==> config.mk <==
export PLATFORM = sky130hd
export DESIGN_NAME = handshake_register
export DESIGN_NICKNAME = d
export VERILOG_FILES = /design/src/rtl/handshake_register.sv
export SDC_FILE = /design/constraint.sdc
export NUM_CORES = 1
export LEC_CHECK = 0
export CORE_AREA = 2 2 39 41
export DETAILED_ROUTE_END_ITERATION = 8
export DIE_AREA = 0 0 41 43
export GPL_TIMING_DRIVEN = 0
export PLACE_DENSITY = 0.66
export SLEW_MARGIN = 20
export SYNTH_ARGS = -nofsm -noshare
export SYNTH_HDL_FRONTEND = slang
export SYNTH_SLANG_ARGS = --single-unit
==> constraint.sdc <==
create_clock -name iCLK -period 1.3 [get_ports iCLK]
set_clock_uncertainty 0.05 [all_clocks]
set_input_delay 0.13 -clock iCLK [delete_from_list [all_inputs] [get_ports iCLK]]
set_output_delay 0.13 -clock iCLK [all_outputs]
set_load 0.01 [all_outputs]
==> src/rtl/handshake_register.sv <==
// handshake_register: single-clock valid/ready pipeline register.
//
// It cuts every timing path between an upstream stream (AM) and a downstream
// stream (BM). All outputs come straight from flops. Words leave BM in the
// order they entered AM, and no word is dropped or duplicated.
//
// Parameters:
//   WIDTH : payload width in bits (>= 1)
//   BURST : "no"  -> single-entry register. Throughput is one word every two
//                    cycles, and ready does not depend on any input.
//           "yes" -> two-entry skid buffer (MAIN + SKID). Throughput is one
//                    word per cycle, and ready is registered.
//
// Ports:
//   iCLK       clock, rising edge
//   iRST       asynchronous active-low reset
//   iValid_AM  upstream valid
//   oReady_AM  upstream ready; 0 while in reset, 1 from the first edge after
//   iData_AM   upstream payload
//   oValid_BM  downstream valid
//   iReady_BM  downstream ready
//   oData_BM   downstream payload; holds the last emitted word while invalid
//   iClear     synchronous flush. This port exists only when REGISTER_CLEAR_EN
//              is defined. A clear wins over a simultaneous accept, and
//              oData_BM keeps its value.
//
// Optional macro: REGISTER_CLEAR_EN (adds iClear).
module handshake_register #(
  parameter int unsigned WIDTH = 8,
  parameter string       BURST = "no"
) (
  input  logic             iCLK,
  input  logic             iRST,
  input  logic             iValid_AM,
  output logic             oReady_AM,
  input  logic [WIDTH-1:0] iData_AM,
  output logic             oValid_BM,
  input  logic             iReady_BM,
`ifdef REGISTER_CLEAR_EN
  input  logic             iClear,
`endif
  output logic [WIDTH-1:0] oData_BM
);

  logic clear;
`ifdef REGISTER_CLEAR_EN
  assign clear = iClear;
`else
  assign clear = 1'b0;
`endif

  if (WIDTH < 1) begin : g_bad_width
    $error("handshake_register: WIDTH must be >= 1");
  end

  if (BURST == "no") begin : g_single
    typedef enum logic {StEmpty, StFull} state_e;

    state_e           state_q, state_d;
    logic             ready_q, ready_d;
    logic [WIDTH-1:0] data_q, data_d;

    always_comb begin
      state_d = state_q;
      data_d  = data_q;
      unique case (state_q)
        StEmpty: begin
          // ready_q is still 0 on the first edge after reset, so that edge
          // cannot accept a word.
          if (iValid_AM && ready_q) begin
            state_d = StFull;
            data_d  = iData_AM;
          end
        end
        StFull: begin
          if (iReady_BM) state_d = StEmpty;
        end
      endcase
      if (clear) begin
        state_d = StEmpty;
        data_d  = data_q;
      end
      ready_d = (state_d == StEmpty);
    end

    always_ff @(posedge iCLK or negedge iRST) begin
      if (!iRST) begin
        state_q <= StEmpty;
        ready_q <= 1'b0;
        data_q  <= '0;
      end else begin
        state_q <= state_d;
        ready_q <= ready_d;
        data_q  <= data_d;
      end
    end

    assign oReady_AM = ready_q;
    assign oValid_BM = (state_q == StFull);
    assign oData_BM  = data_q;

  end else if (BURST == "yes") begin : g_skid
    logic             main_valid_q, main_valid_d;
    logic [WIDTH-1:0] main_data_q, main_data_d;
    logic             skid_valid_q, skid_valid_d;
    logic [WIDTH-1:0] skid_data_q, skid_data_d;
    logic             ready_q, ready_d;
    logic             accept, emit;

    // ready_q mirrors !skid_valid_q once out of reset. An accept therefore
    // always finds SKID empty.
    assign accept = iValid_AM && ready_q;
    assign emit   = main_valid_q && iReady_BM;

    always_comb begin
      main_valid_d = main_valid_q;
      main_data_d  = main_data_q;
      skid_valid_d = skid_valid_q;
      skid_data_d  = skid_data_q;

      if (emit) begin
        if (skid_valid_q) begin
          main_data_d  = skid_data_q;
          skid_valid_d = 1'b0;
        end else begin
          main_valid_d = 1'b0;
        end
      end

      if (accept) begin
        if (!main_valid_q || emit) begin
          main_valid_d = 1'b1;
          main_data_d  = iData_AM;
        end else begin
          skid_valid_d = 1'b1;
          skid_data_d  = iData_AM;
        end
      end

      if (clear) begin
        main_valid_d = 1'b0;
        skid_valid_d = 1'b0;
        main_data_d  = main_data_q;
        skid_data_d  = skid_data_q;
      end

      ready_d = !skid_valid_d;
    end

    always_ff @(posedge iCLK or negedge iRST) begin
      if (!iRST) begin
        main_valid_q <= 1'b0;
        main_data_q  <= '0;
        skid_valid_q <= 1'b0;
        skid_data_q  <= '0;
        ready_q      <= 1'b0;
      end else begin
        main_valid_q <= main_valid_d;
        main_data_q  <= main_data_d;
        skid_valid_q <= skid_valid_d;
        skid_data_q  <= skid_data_d;
        ready_q      <= ready_d;
      end
    end

    assign oReady_AM = ready_q;
    assign oValid_BM = main_valid_q;
    assign oData_BM  = main_data_q;

  end else begin : g_bad_burst
    $error("handshake_register: BURST must be \"no\" or \"yes\"");
    assign oReady_AM = 1'b0;
    assign oValid_BM = 1'b0;
    assign oData_BM  = '0;
  end

endmodule

Word level (Yosys, flattened, before mapping)
Index checks and enable logic that the tools add are counted.

Logic and storage cells: 10. Bits in registers: 10. Output and inout bits: 10. Input port bits: 12.

Bitwise operators: 2. Reductions and logical operators: 2. Mux-type cells: 3.

Operator list (count): 1-bit two-way mux (2); 1-bit inverter (2); 1-bit one-hot mux with 2 select lines (1); 2-bit AND reduction (1); 1-bit logical AND (1).

Depth between registers and ports, before layout
Gate-level depths: netlist of run 1.

Word-level depth: 4. Depth in mapped cells: 3. Gate-level depth less buffers: 2.

Worst setup path after synthesis of run 1
No wires, ideal clock.

Path type: register to register. Start: reg g_single.state_q, in the netlist oValid_BM. End: reg g_single.data_q[0], in the netlist oData_BM[0]. Required time: 1.125 ns. Data arrival time: 0.994 ns. Slack: 0.130 ns. Library setup time: 0.125 ns. Path buffers: 1. Cell stages (with the launch flop): 4. Period minus slack after synthesis: 1.170 ns. Cells stage by stage: dfrtp_1 -> nand3b_4 -> buf_6 -> mux2_4.

Word-level cells in the longest chain between the ends: 2.

Ends and longest elaborated chain: start, declared (line 59) `state_e state_q, state_d;`; start signal, assigned (line 88) `state_q <= StEmpty;`; start signal, assigned (line 92) `state_q <= state_d;`; 1-bit inverter (no source line); 2-bit AND reduction (no source line); end signal, assigned (line 94) `data_q <= data_d;`; end, declared (line 61) `logic [WIDTH-1:0] data_q, data_d;`.

Every way passes these cells. A chain may end at the register's enable or synchronous reset.

Worst setup path in the final report of run 1
Start: reg g_single.state_q, in the netlist oValid_BM. End: reg g_single.data_q[7], in the netlist oData_BM[7].

The elaborated chain is that of the path after synthesis.

==> reports/metrics.csv, run 1 <==
stage;metric;value;unit
placed_design;dpl cell area;648;um2
grt;antenna violations before repair;0;
power;Pwr per Cell Area;2220;mW/mm2
worst_setup_path;critical path launch point type;flop;
timing;Tmin final;1.18;ns
layout;area grow syn2layout;60.8;%
grt;GRT Resource Usage Total;0.132;
route;routed length per instance;14.8;um
floorplanning;core area;0.00138;mm2
worst_setup_path;R2R depth;3;
grt;global-route wire length before repair;1590;um
timing;Pins Over Slew Limit;0;
layout;FILL cells;123;
floorplanning;Initial Util;0.302;
route;Antenna Nets Post-Route;0;
layout;ANT cells;0;
timing;Slew headroom;0.698;
cts;Skew-Pair Late Insertion Delay;0.25;ns
floorplanning;die height;43;um
timing;setup TNS;0;ns
synthesis;syn_area_per_cell;18.2;um2
synthesis;Seq/Total Area, Yosys;0.599;
placed_design;count of input and output buffers;21;
route;Vias/cell;4.44;
timing;RSZ-0062 raised after global routing;false;
grt;largest net degree at the start of global routing;11;
grt;vias in the first global route;337;
route;via count;284;
layout;Final #Nets;61;
worst_setup_path;CP arrival;1.27;ns
cts;CTS Sinks;10;
worst_setup_path;crit end category;flop;
placed_design;Post-DP HPWL;744;um
synthesis;Post-Syn Nets;35;
route;DRC viols;0;
power;total power;1.49;mW
synthesis;Synth cell types;7;
synthesis;synthesized area;418;um2
worst_setup_path;worst setup path class;flop to flop;
worst_setup_path;WP data required;1.39;ns
layout;multi-input logic area;153;um2
synthesis;number of synthesized register bits;10;
layout;post-route design area;672;um2
power;Peak VDD IR;939;uV
cts;number of buffers created by CTS;3;
timing;Fmax achieved;0.847;GHz
layout;sequential cell area;250;um2
synthesis;Synth warnings;0;
layout;share of layout cells above drive strength 1;0.292;
floorplanning;Die Span X;41;um
cts;CTS clk-pin slew, worst paths;0.07;ns
cts;clk root buf;clkbuf_4;
grt;grt total ovfl;0;
floorplanning;row count;14;
timing;Final setup viols;0;
worst_setup_path;CP max-delay cell;dfrtp_1;
layout;Finished Core Util;0.486;
placed_design;RePlAce Congestion;0.695;
flow_run;Max Cap Viol;0;
cts;Clock Path Buffers;2;
timing;worst-margin pin slew;0.451;ns
timing;Final period util;0.908;
synthesis;Cells after Synth;23;
worst_setup_path;worst path cell trace;nand3b_4 > buf_6 > mux2_4;
route;Routed WL;944;um
route;iteration-0 DRC count of the detailed router;1;
route;first-pass iteration count of the detailed router;2;
power;Leak;0.333;nW
cts;clock tree from TritonCTS;yes;
worst_setup_path;CP max FO;10;
hold_path;Hold/Removal Path Class;input port to asynchronous set/reset pin;
run_status;status;complete, no violations;
timing;Hold Vio Cnt, Final;0;
cts;cts hold-fix bufs;0;
floorplanning;die area;0.00176;mm2
cts;H-tree depth;1;
worst_setup_path;slowest stage delay, CP;0.40;ns
floorplanning;io pins;22;
[cell type report]
type                    instances  share of cell area
well taps                      16              0.0298
multi-input cells              11               0.227
inverters                       1             0.00559
flip-flops and latches         10               0.372
clock buffers                   4              0.0540
repair buffers                 21               0.294
plain buffers                   1              0.0168
[worst max-delay path, delay by kind of cell, from the launching register on]
| kind | cells | cell delay [ns] |
|---|---|---|
| flip-flops | 1 | 0.40 |
| multiplexers | 1 | 0.30 |
| buffers and inverters | 1 | 0.15 |
| AND/OR/NAND/NOR | 1 | 0.16 |
[synthesized netlist by cell type (all sizes together)]
library cell | instances | area (um2)
dfrtp | 10 | 250
mux2 | 8 | 120
buf | 1 | 11.3
inv | 1 | 3.75
nand3b | 1 | 20.0
o21a | 1 | 7.51
o21ai | 1 | 5.00
[flip-flops by register name (all words and copies together), names as in the netlist]
name / count
oData_BM: 8
oReady_AM: 1
oValid_BM: 1
[stage by stage]
| step | instances | hold slack, ns | setup slack [ns] |
|---|---|---|---|
| finish | 64 | 0.138 | 0.120 |
| floorplan | 23 | -0.216 | 0.130 |
| global placement | 60 | 0.404 | -0.0371 |
| CTS | 64 | 0.159 | 0.113 |
| global route | 64 | 0.173 | 0.0986 |
| detailed placement | 60 | 0.434 | -0.0629 |
[power breakdown]
part / leakage (nW) / total [mW] / internal, mW / switching, mW
Clock: 0.0210 / 0.273 / 0.170 / 0.103
Sequential: 0.117 / 0.556 / 0.464 / 0.0916
Combinational: 0.195 / 0.664 / 0.417 / 0.247
[layout by cell type, fill, tap and decap left out]
| cell type | count |
|---|---|
| mux2_4 | 8 |
| dlygate4sd2_1 | 10 |
| dfrtp_1 | 10 |
| o21a_1 | 1 |
| clkdlybuf4s50_1 | 11 |
| clkbuf_8 | 1 |
| buf_6 | 1 |
| clkbuf_4 | 3 |
| nand3b_4 | 1 |
| o21ai_0 | 1 |
| inv_1 | 1 |
[layer usage]
metal / global-route usage / vias to the layer above / wire length, um
met3: 0.0314 / 2 / 25
li1: - / 127 / -
met2: 0.241 / 6 / 570
met5: 0 / - / 0
met1: 0.137 / 149 / 339
met4: 0.0400 / 0 / 8
[what timing repair did]
action | 4_1_cts | 5_1_grt
buffers inserted | 0 | 0
endpoints found under the setup margin | 10 | 0
gates resized for setup | 10 | 0
[cells by family after synthesis]
kind of cell | count (synthesis) | synth area share
flops | 10 | 0.599
mux | 8 | 0.287
compound gates | 2 | 0.0299
buf+inv | 2 | 0.0359
simple gates | 1 | 0.0479
[worst paths after layout]
kind / startpoint / endpoint / slack (ns)
setup / recovery: oValid_BM$_DFF_PN0_ / oData_BM[7]$_DFFE_PN0P_ / 0.12
hold / removal: iRST / oData_BM[2]$_DFFE_PN0P_ / 0.14
setup reg to reg: oValid_BM$_DFF_PN0_ / oData_BM[7]$_DFFE_PN0P_ / 0.12
hold reg to reg: oData_BM[6]$_DFFE_PN0P_ / oData_BM[6]$_DFFE_PN0P_ / 0.46
max in group asynchronous: iRST / oData_BM[1]$_DFFE_PN0P_ / 0.75
min in group iCLK: iData_AM[0] / oData_BM[0]$_DFFE_PN0P_ / 0.44
Power figures use the tool's default switching activity.
==> inputs of run 2 (changes only) <==
--- a/config.mk
+++ b/config.mk
@@ -6,6 +6,7 @@
 export NUM_CORES = 1
 export LEC_CHECK = 0
 export CORE_AREA = 2 2 39 41
+export CTS_BUF_LIST = sky130_fd_sc_hd__clkbuf_4 sky130_fd_sc_hd__clkbuf_8
 export DETAILED_ROUTE_END_ITERATION = 8
 export DIE_AREA = 0 0 41 43
 export GPL_TIMING_DRIVEN = 0
==> results of run 2 <==
Same layout as run 1: the final DEF is identical, and so are final timing and power.
